$ cat src/rtl/lfsr_gen.sv
// lfsr_gen: parametrised Fibonacci LFSR with reseed handshake, wrap pulse
// and optional period measurement (built when LFSR_GEN_PERIOD_EN is defined).
// Ports: clk, rst (sync, active-high), en, load_valid/load_data/load_ready,
//        load_err, lfsr (state), wrap, period.
module lfsr_gen #(
  parameter int              WIDTH = 5,
  parameter logic [WIDTH-1:0] TAPS = WIDTH'(5'b00101),
  parameter logic [WIDTH-1:0] SEED = '1,
  parameter int              STEP  = 1,
  parameter int              CNT_W = 32
) (
  input  logic             clk,
  input  logic             rst,
  input  logic             en,
  input  logic             load_valid,
  input  logic [WIDTH-1:0] load_data,
  output logic             load_ready,
  output logic             load_err,
  output logic [WIDTH-1:0] lfsr,
  output logic             wrap,
  output logic [CNT_W-1:0] period
);

  logic [WIDTH-1:0] start;
  logic [WIDTH-1:0] stepped;
  logic [WIDTH-1:0] load_val;
  logic             load_zero;
  logic             accept;
  logic             hit;

  // STEP single shifts unrolled into one combinational stage
  always_comb begin
    stepped = lfsr;
    for (int i = 0; i < STEP; i++) begin
      stepped = {^(stepped & TAPS), stepped[WIDTH-1:1]};
    end
  end

  assign load_zero = (load_data == '0);
  assign load_val  = load_zero ? SEED : load_data;
  assign accept    = load_valid && load_ready;
  assign hit       = !accept && en && (stepped == start);

  always_ff @(posedge clk) begin
    if (rst) begin
      lfsr       <= SEED;
      start      <= SEED;
      wrap       <= 1'b0;
      load_err   <= 1'b0;
      load_ready <= 1'b0;
    end else begin
      // one dead cycle after every accepted load
      load_ready <= !accept;
      wrap       <= hit;
      load_err   <= accept && load_zero;
      if (accept) begin
        lfsr  <= load_val;
        start <= load_val;
      end else if (en) begin
        lfsr <= stepped;
      end
    end
  end

`ifdef LFSR_GEN_PERIOD_EN
  logic [CNT_W-1:0] cnt;
  logic [CNT_W-1:0] cnt_inc;

  // saturating increment; a saturated wrap latches all ones
  assign cnt_inc = (cnt == '1) ? cnt : cnt + CNT_W'(1);

  always_ff @(posedge clk) begin
    if (rst) begin
      cnt    <= '0;
      period <= '0;
    end else if (accept) begin
      cnt <= '0;
    end else if (en) begin
      if (hit) begin
        period <= cnt_inc;
        cnt    <= '0;
      end else begin
        cnt <= cnt_inc;
      end
    end
  end
`else
  assign period = '0;
`endif

endmodule

$ cat config.mk
export PLATFORM = sky130hd
export DESIGN_NAME = lfsr_gen
export DESIGN_NICKNAME = d
export VERILOG_FILES = /design/src/rtl/lfsr_gen.sv
export SDC_FILE = /design/constraint.sdc
export NUM_CORES = 1
export LEC_CHECK = 0
export BUFFER_PORTS_ARGS = -buffer_cell sky130_fd_sc_hd__buf_2
export CAP_MARGIN = 20
export CORE_MARGIN = 4
export CORE_UTILIZATION = 43
export DETAILED_ROUTE_END_ITERATION = 8
export PLACE_DENSITY = 0.78
export SLEW_MARGIN = 20
export SYNTH_ARGS = -nofsm -noshare
export SYNTH_HDL_FRONTEND = slang
export SYNTH_SLANG_ARGS = --single-unit
$ cat constraint.sdc
create_clock -name clk -period 1.27 [get_ports clk]
set_input_delay 0.0635 -clock clk [delete_from_list [all_inputs] [get_ports clk]]
set_output_delay 0.0635 -clock clk [all_outputs]
set_load 0.005 [all_outputs]
Word-level counts from Yosys, hierarchy flattened:

Index checks and enable logic that the tools add are counted.

* equality and inequality tests: 1
* reduce and logical (&&, ||, !) cells: 8
* muxes and demuxes: 3

Operators with widths (count)
* 2-to-1 mux 5 bit: 3
* equality test 5 bit: 1
* logical NOT 5 bit: 1
* XOR reduction 5 bit: 1
* logical AND 1 bit: 4
* nonzero test 2 bit: 1
* logical NOT 1 bit: 1

* register bits: 13
* input port bits: 9
* logic and storage cells: 17
* output and inout port bits: 40

Depth between registers and ports, before layout:

Gate-level depths: netlist of run 1.

* depth in word-level cells: 4
* gate-level depth with buffers: 4
* gate-level depth less buffers: 3

Worst setup path after synthesis of run 1:

No wires, ideal clock.

* path kind: flip-flop to flip-flop
* start point: reg lfsr[0]
* end point: reg wrap
* path buffers: 0
* stages on the path, launching flop included: 4
* setup slack: 271 ps
* required time: 1152 ps
* library setup time: 118 ps
* period minus slack after synthesis: 999 ps
* arrival: 882 ps
* cell sequence: dfxtp_1 xor2_1 and3_1 o2111a_1

* longest elaborated chain between the ends: 3

Ends and longest elaborated chain
* start, declared: line 19 `output logic [WIDTH-1:0] lfsr,`
* start signal, assigned: line 57 `lfsr <= load_val;`
* start signal, assigned: line 60 `lfsr <= stepped;`
* XOR reduction 5 bit: line 35 `stepped = {^(stepped & TAPS), stepped[WIDTH-1:1]};`
* equality test 5 bit: line 42 `assign hit = !accept && en && (stepped == start);`
* logical AND 1 bit: line 42
* end signal, assigned: line 54 `wrap <= hit;`
* end, declared: line 20 `output logic wrap,`

Every way passes these cells.
A chain may end at the register's enable or synchronous reset.

Worst setup path in the final report of run 1:

* start point: reg load_ready
* end point: reg start[1]

* longest elaborated chain between the ends: 1

Ends and longest elaborated chain
* start, declared: line 17 `output logic load_ready,`
* start signal, assigned: line 53 `load_ready <= !accept;`
* logical AND 1 bit: line 41 `assign accept = load_valid && load_ready;`
* end signal, assigned: line 58 `start <= load_val;`
* end, declared: line 24 `logic [WIDTH-1:0] start;`

Every way passes these cells.

==> results.sh, run 1 <==
export IMPL_drive_gt1_share_pct=20.5
export IMPL_rsz0062_at_grt="false"
export IMPL_fin_cells=137
export IMPL_fin_ws_ps=186
export IMPL_whs_ps=38.3
export IMPL_fin_nets=122
export IMPL_cts_made_buffers=3
export IMPL_r2r_slack_ps=190
export IMPL_clkTransAtPathRegs_ps=70
export IMPL_path_buf_inv=0
export IMPL_fillers=191
export IMPL_cap_violations=0
export IMPL_ys_flop_type="dfxtp_1"
export IMPL_start_kind="flop"
export IMPL_clock_sinks=13
export IMPL_ctsHoldBuffers=0
export IMPL_power_leakage_nw=0.400
export IMPL_synth_seq_cells=13
export IMPL_diodes=0
export IMPL_seq_area_um2=260
export IMPL_core_um2=1800
export IMPL_wl_met3_um=146
export IMPL_rows=15
export IMPL_slew_violations=0
export IMPL_hp_class="input pin to flop"
export IMPL_synth_xor_area_share_pct=5.09
export IMPL_wl_met2_um=698
export IMPL_drt_wl_total_um=1460
export IMPL_clockRootBuffer="clkbuf_4"
export IMPL_synth_seq_area_share_pct=30.2
export IMPL_setup_tns_ps=0
export IMPL_routed_top_layer="met4"
export IMPL_drt_pass1_iterations=4
export IMPL_pin_count=49
export IMPL_setup_viol_count_final=0
export IMPL_hold_viol_final=0
export IMPL_path_max_fanout=7
export IMPL_min_from="load_data[4]"
export IMPL_grt_usage_pct=10.8
export IMPL_async_reset_ff_share_pct=0
export IMPL_cts_tree="built"
export IMPL_synth_compound_area_share_pct=9.88
export IMPL_antenna_found_initial=0
export IMPL_syn_area_um2=861
export IMPL_peakVddDrop_mv=0.621
export IMPL_path_cells="nand2_1 > nor4_1 > nor2_1"
export IMPL_post_drt_wl_per_cell_um=10.6
export IMPL_synth_top_family_by_area="buffers and inverters"
export IMPL_grt_pass1_wl_um=2180
export IMPL_start_util_pct=47.8
export IMPL_syn_inst=96
export IMPL_synth_edf_count=0
export IMPL_die_h_um=52.7
export IMPL_antenna_left=0
export IMPL_grt_pass1_vias=511
export IMPL_crit_family="simple AND/OR/NAND/NOR gates"
export IMPL_r2r_end="start[1]"
export IMPL_worstPathRequired_ps=1430
export IMPL_placedCellCount=133
export IMPL_post_place_ws_ps=197
export IMPL_via_per_inst=4.40
export IMPL_rr_worst_depth=3
export IMPL_slowest_delay_ps=370
export IMPL_cts_setup_buffers=0
export IMPL_insertion_delay_ps=270
export IMPL_synth_mux_area_share_pct=3.49
export IMPL_multiInputGateArea_um2=449
export IMPL_syn_area_per_cell_um2=8.97
export IMPL_dieArea_um2=2780
export IMPL_place_congestion=0.807
export IMPL_reg2reg_from="load_ready"
export IMPL_crit_type="flop to flop"
export IMPL_synth_fa_ha_area_share_pct=0
export IMPL_cts_resized=0
export IMPL_max_freq_ghz=0.922
export IMPL_skew_ps=0.658
export IMPL_fin_crit_ps=1080
export IMPL_p_per_area_nw_per_um2=1040
export IMPL_die_width_um=52.7
export IMPL_whs_endpoint="load_err"
export IMPL_critPathSlowestCell="nor4_1"
export IMPL_crit_path_end_kind="flop"
export IMPL_port_buffers=16
export IMPL_status="complete, no violations"
export IMPL_via_count=603
export IMPL_fin_crit_sh_pct=85.4
export IMPL_ys_warn_count=0
export IMPL_hold_path_cell_count=2
export IMPL_p_total_uw=879
export IMPL_drc_errors=0
export IMPL_ys_types=27
export IMPL_worst_ep_arrival_time_ps=1240
export IMPL_dr_first_iter_drc_count=13
export IMPL_wl_met1_um=586
export IMPL_clk_path_buf_depth=2
export IMPL_grt_max_degree=13
export IMPL_yosys_area_share_simple_pct=19.8
export IMPL_gr_total_overflow=0
export IMPL_htreeDepth=1
export IMPL_area_growth_pct=-1.60
-- cell usage in the layout, fill, tap and decap left out, types with 4 or more instances in the layout --
master	n
conb_1	32
nor4_1	6
nor3_1	6
xor2_1	4
buf_2	16
dfxtp_1	13
nor2_1	5
-- state kept, by name (all words and copies together) (netlist names) --
register    cells
lfsr            5
start           5
load_err        1
load_ready      1
wrap            1
-- metrics by stage --
step                      utilization, %  cell area [um^2]
after detailed placement            45.6               821
after global placement              45.6               821
after CTS                           47.0               847
after global routing                47.0               847
final                               47.0               847
after floorplan                        -               977
-- Yosys cell counts, types with 2 or more instances --
library cell | instances | area share [%]
a21oi_1 | 3 | 1.7
buf_4 | 32 | 28
buf_6 | 2 | 2.6
dfxtp_1 | 13 | 30
mux2i_1 | 3 | 3.5
nand2_1 | 3 | 1.3
nor2_1 | 5 | 2.2
nor3_1 | 6 | 3.5
nor4_1 | 6 | 4.4
o21bai_1 | 3 | 2.6
xor2_1 | 4 | 4.1
-- cell type report --
type / instances / share of cell area, %
multi-input combinational: 79 / 53.0
timing repair buffer: 16 / 9.45
clock buffer: 4 / 3.10
tap: 25 / 3.69
sequential: 13 / 30.7
-- how the worst max path moves through the flow --
stage	from	end	slack, ps	cells past startpoint
floorplan	lfsr[0]	wrap	270	3
global placement	load_ready	lfsr[2]	250	3
detailed placement	load_ready	start[1]	200	3
CTS	load_ready	lfsr[1]	180	3
global route	load_ready	start[1]	50	3
finish	load_ready	start[1]	190	3
-- power by group --
part	internal [mW]	switching (mW)	total, mW	leakage, nW
Clock	0.122	0.129	0.251	0.0150
Combinational	0.0674	0.0998	0.167	0.278
Sequential	0.434	0.0258	0.460	0.107
Total	0.623	0.255	0.879	0.400
-- logic make-up after synthesis --
group / after synthesis
flip-flops: 13
other: 1
XOR/XNOR: 5
AND/OR/NAND/NOR: 27
AO/OA/AOI/OAI: 12
multiplexers: 3
buffers and inverters: 35
-- routing by layer --
metal | track usage [%] | vias to the layer above
met5 | 0 | -
met4 | 6.38 | 0
met2 | 16.5 | 34
li1 | - | 297
met3 | 3.70 | 3
met1 | 12.8 | 269
(Power assumes the default switching activity.)
==> run 2, diff against run 1 <==
- HOLD_SLACK_MARGIN: not set -> 0.05
==> run 2 against run 1 <==
  * Setup slack better by 4.1 ps
  * Sequential share of layout area down 0.36 points
  * Fmax up 0.38%
  * Largest cell class unchanged
  * Register-to-register slack about the same
  * Highest routed layer unchanged
  * Critical endpoint is now lfsr[0]
  * Clock skew unchanged
  * Largest power group unchanged
==> results.sh, run 2 (synthesis results as in run 1) <==
export IMPL_clock_power_share_pct=28.5
export IMPL_pwr_share_seq_pct=52.2
export IMPL_crit_cells=5
export IMPL_drt_wl_total_um=1460
export IMPL_antenna_found_initial=0
export IMPL_drt_pass1_iterations=4
export IMPL_insertion_delay_ps=270
export IMPL_utilization_pct=47.6
export IMPL_status="complete, no violations"
export IMPL_drc_errors=0
export IMPL_fin_nets=123
export IMPL_antenna_left=0
export IMPL_cts_setup_buffers=0
export IMPL_cts_tree="built"
export IMPL_slew_violations=0
export IMPL_skew_ps=0.658
export IMPL_clkTransAtPathRegs_ps=70
export IMPL_grt_usage_pct=10.7
export IMPL_via_count=608
export IMPL_whs_ps=118
export IMPL_worstPathRequired_ps=1420
export IMPL_place_congestion=0.807
export IMPL_pin_count=49
export IMPL_die_width_um=52.7
export IMPL_critPathSlowestCell="dlygate4sd3_1"
export IMPL_peakVddDrop_mv=0.622
export IMPL_final_common_cell="conb_1"
export IMPL_grt_pass1_vias=512
export IMPL_grt_max_degree=13
export IMPL_hold_viol_final=0
export IMPL_drive_gt1_share_pct=20.4
export IMPL_hp_class="input pin to flop"
export IMPL_cap_violations=0
export IMPL_gr_total_overflow=0
export IMPL_clockRootBuffer="clkbuf_4"
export IMPL_path_buf_inv=2
export IMPL_rr_worst_depth=3
export IMPL_start_kind="input pin"
export IMPL_power_leakage_nw=0.404
export IMPL_hold_path_cell_count=2
export IMPL_top_regs="lfsr: 5 flops, start: 5 flops"
export IMPL_cpMostUsedCell="nor4_1"
export IMPL_die_h_um=52.7
export IMPL_diodes=0
export IMPL_via_per_inst=4.41
export IMPL_grt_pass1_wl_um=2170
export IMPL_htreeDepth=1
export IMPL_p_total_uw=881
export IMPL_rsz0062_at_grt="false"
export IMPL_cts_resized=0
export IMPL_rows=15
export IMPL_ctsHoldBuffers=1
export IMPL_fin_cells=138
export IMPL_clk_path_buf_depth=2
export IMPL_setup_tns_ps=0
export IMPL_p_per_area_nw_per_um2=1030
export IMPL_port_buffers=16
export IMPL_setup_viol_count_final=0
export IMPL_dieArea_um2=2780
export IMPL_dr_first_iter_drc_count=13
export IMPL_crit_type="input pin to flop"
export IMPL_p_switching_uw=256
export IMPL_final_cell_mix="conb_1, buf_2, dfxtp_1"
export IMPL_max_freq_ghz=0.926
export IMPL_crit_family="buffers and inverters"
export IMPL_post_place_ws_ps=197
export IMPL_worst_ep_arrival_time_ps=1230
export IMPL_internal_power_uw=625
export IMPL_fin_crit_ps=1080
export IMPL_path_cells="dlygate4sd3_1 > buf_2 > nor4_1 > nor4_1 > a21oi_1"
export IMPL_fin_ws_ps=190
export IMPL_post_drt_wl_per_cell_um=10.5
export IMPL_placedCellCount=133
export IMPL_combPwrFrac_pct=19.3
export IMPL_crit_path_end_kind="flop"
export IMPL_sw_frac_of_total_pct=29.0
export IMPL_cts_made_buffers=3
export IMPL_stdcell_area_um2=857
export IMPL_core_um2=1800
export IMPL_start_util_pct=47.8
export IMPL_slowest_delay_ps=510
export IMPL_area_growth_pct=-0.436
export IMPL_path_max_fanout=7
export IMPL_clock_sinks=13
export IMPL_fin_crit_sh_pct=85.1
export IMPL_place_area_um2=821
-- run 2: cell types whose count changed in the layout (fill, tap and decap cells not counted), sizes merged --
cell         previous run  this run
dlygate4sd3             0         1
-- run 2: worst paths after layout --
check,to,slack [ps],startpoint
min,wrap,120,en
max reg2reg,start[1],190,load_ready
max,lfsr[0],190,load_data[4]
min reg2reg,start[2],470,start[2]
-- run 2: power by group through the flow --
| stage | logic [mW] | registers [mW] | clock network (mW) |
|---|---|---|---|
| floorplan | 0.185 | 0.467 | 0 |
| global placement | 0.163 | 0.468 | 0 |
| detailed placement | 0.165 | 0.471 | 0 |
| CTS | 0.168 | 0.461 | 0.260 |
| global route | 0.192 | 0.465 | 0.280 |
| finish | 0.170 | 0.460 | 0.251 |
-- run 2: worst register-to-register path, delay by kind of cell, from the launching register on --
family | cells | cell delay, ps
and+or+nand+nor | 3 | 620
DFF | 1 | 350
-- run 2: cell type report --
class	count	area, um^2
Clock buffer	4	26.3
Fill cell	190	945
Multi-Input combinational cell	79	449
Sequential cell	13	260
Tap cell	25	31.3
Timing Repair Buffer	17	90.1
-- run 2: layer usage --
layer / part of all wire [%] / routed length, um / global-route usage (%)
met2: 47 / 691 / 16.5
met4: 1.9 / 27 / 6.38
met3: 10 / 146 / 3.70
met5: 0 / 0 / 0
met1: 41 / 590 / 12.6
==> run 3, diff against run 2 <==
- SKIP_CTS_REPAIR_TIMING: not set -> 1
- clock period: 1.27 -> 1.1 ns (I/O delays scaled with it)
==> run 3 against run 2 <==
  * Routed wire length is 5.6% higher
  * Utilization is 1.3 points higher
  * Clock power is 16% higher
  * Flip-flop and latch count stayed put
  * Cell area is 2.6% higher
  * Sequential power is 16% higher
  * Final cell count stayed put
  * Via count is 1.6% higher
  * Sequential share of layout area is 0.64 points lower
==> results.sh, run 3 (synthesis results as in run 1) <==
export IMPL_power_leakage_nw=0.406
export IMPL_fin_crit_ps=1080
export IMPL_drive_gt1_share_pct=25.7
export IMPL_hold_viol_final=0
export IMPL_grt_pass1_wl_um=2320
export IMPL_crit_family="compound AO/OA/AOI/OAI gates"
export IMPL_dr_first_iter_drc_count=9
export IMPL_fin_cells=138
export IMPL_final_cell_mix="conb_1, buf_2, dfxtp_1"
export IMPL_worst_ep_arrival_time_ps=1220
export IMPL_worstPathRequired_ps=1250
export IMPL_clockRootBuffer="clkbuf_4"
export IMPL_drt_wl_total_um=1540
export IMPL_skew_ps=9.08
export IMPL_slowest_delay_ps=340
export IMPL_die_h_um=52.7
export IMPL_fillers=188
export IMPL_peakVddDrop_mv=0.464
export IMPL_htreeDepth=1
export IMPL_fin_nets=123
export IMPL_top_regs="lfsr: 5 flops, start: 5 flops"
export IMPL_hpwl_um=1250
export IMPL_place_area_um2=821
export IMPL_pwr_share_seq_pct=51.9
export IMPL_whs_endpoint="lfsr[4]"
export IMPL_clock_sinks=13
export IMPL_diodes=0
export IMPL_drt_pass1_iterations=4
export IMPL_sw_frac_of_total_pct=29.6
export IMPL_hp_class="input pin to flop"
export IMPL_place_congestion=0.807
export IMPL_start_kind="flop"
export IMPL_cap_violations=0
export IMPL_cts_made_buffers=3
export IMPL_setup_viol_count_final=0
export IMPL_rows=15
export IMPL_rr_worst_depth=3
export IMPL_p_per_area_nw_per_um2=1170
export IMPL_utilization_pct=48.8
export IMPL_clkTransAtPathRegs_ps=90
export IMPL_combPwrFrac_pct=19.7
export IMPL_fin_ws_ps=24.9
export IMPL_final_common_cell="conb_1"
export IMPL_grt_max_degree=13
export IMPL_hold_path_cell_count=3
export IMPL_internal_power_uw=724
export IMPL_crit_path_end_kind="flop"
export IMPL_core_um2=1800
export IMPL_clk_path_buf_depth=2
export IMPL_via_count=618
export IMPL_crit_type="flop to flop"
export IMPL_clock_power_share_pct=28.4
export IMPL_pin_count=49
export IMPL_min_from="load_data[4]"
export IMPL_cts_tree="built"
export IMPL_path_buf_inv=0
export IMPL_via_per_inst=4.48
export IMPL_r2r_slack_ps=20
export IMPL_p_total_mw=1.03
export IMPL_reg2reg_from="load_ready"
export IMPL_path_cells="and2_2 > o22ai_1 > o21ai_1"
export IMPL_post_drt_wl_per_cell_um=11.1
export IMPL_post_place_ws_ps=8.67
export IMPL_p_switching_uw=304
export IMPL_antenna_found_initial=0
export IMPL_placedCellCount=133
export IMPL_grt_usage_pct=11.2
export IMPL_critPathSlowestCell="dfxtp_1"
export IMPL_stdcell_area_um2=880
export IMPL_area_growth_pct=2.18
export IMPL_r2r_end="lfsr[2]"
export IMPL_dieArea_um2=2780
export IMPL_path_max_fanout=8
export IMPL_antenna_left=0
export IMPL_drc_errors=0
export IMPL_slew_violations=0
export IMPL_port_buffers=16
export IMPL_insertion_delay_ps=270
export IMPL_fin_crit_sh_pct=97.7
export IMPL_die_width_um=52.7
export IMPL_setup_tns_ps=0
export IMPL_start_util_pct=47.8
export IMPL_gr_total_overflow=0
export IMPL_grt_pass1_vias=528
export IMPL_max_freq_ghz=0.930
export IMPL_status="complete, no violations"
export IMPL_whs_ps=123
run 3: how the worst max path moves through the flow:
stage | from | to | slack [ps] | depth (start not counted)
after global routing | load_ready | start[1] | -10 | 3
after global placement | load_ready | lfsr[2] | 80 | 3
after detailed placement | load_ready | start[1] | 9 | 3
final | load_ready | lfsr[2] | 20 | 3
after floorplan | lfsr[0] | wrap | 100 | 3
after CTS | load_ready | start[1] | -7 | 3
run 3: worst register-to-register path, cell delays in order (launching register included):
cell,delay [ps]
dfxtp_1,340
and2_2,250
o22ai_1,270
o21ai_1,100
run 3: area by class of cell:
type | instances | area, um^2 | area share (%)
Multi-Input combinational cell | 79 | 470 | 53.5
Timing Repair Buffer | 17 | 90.1 | 10.2
Tap cell | 25 | 31.3 | 3.56
Clock buffer | 4 | 26.3 | 2.99
Sequential cell | 13 | 262 | 29.7
run 3: layer usage:
metal / global-route usage (%) / vias to the layer above / share of wire (%)
met4: 5.11 / 0 / 0.52
li1: - / 298 / -
met3: 3.70 / 2 / 9.2
met5: 0 / - / 0
met1: 13.7 / 291 / 39
met2: 17.8 / 27 / 52
run 3: power by group through the flow:
stage / sequential, mW / clock [mW] / combinational, mW
floorplan: 0.540 / 0 / 0.213
global placement: 0.541 / 0 / 0.188
detailed placement: 0.544 / 0 / 0.191
CTS: 0.532 / 0.299 / 0.192
global route: 0.538 / 0.325 / 0.229
finish: 0.533 / 0.292 / 0.203
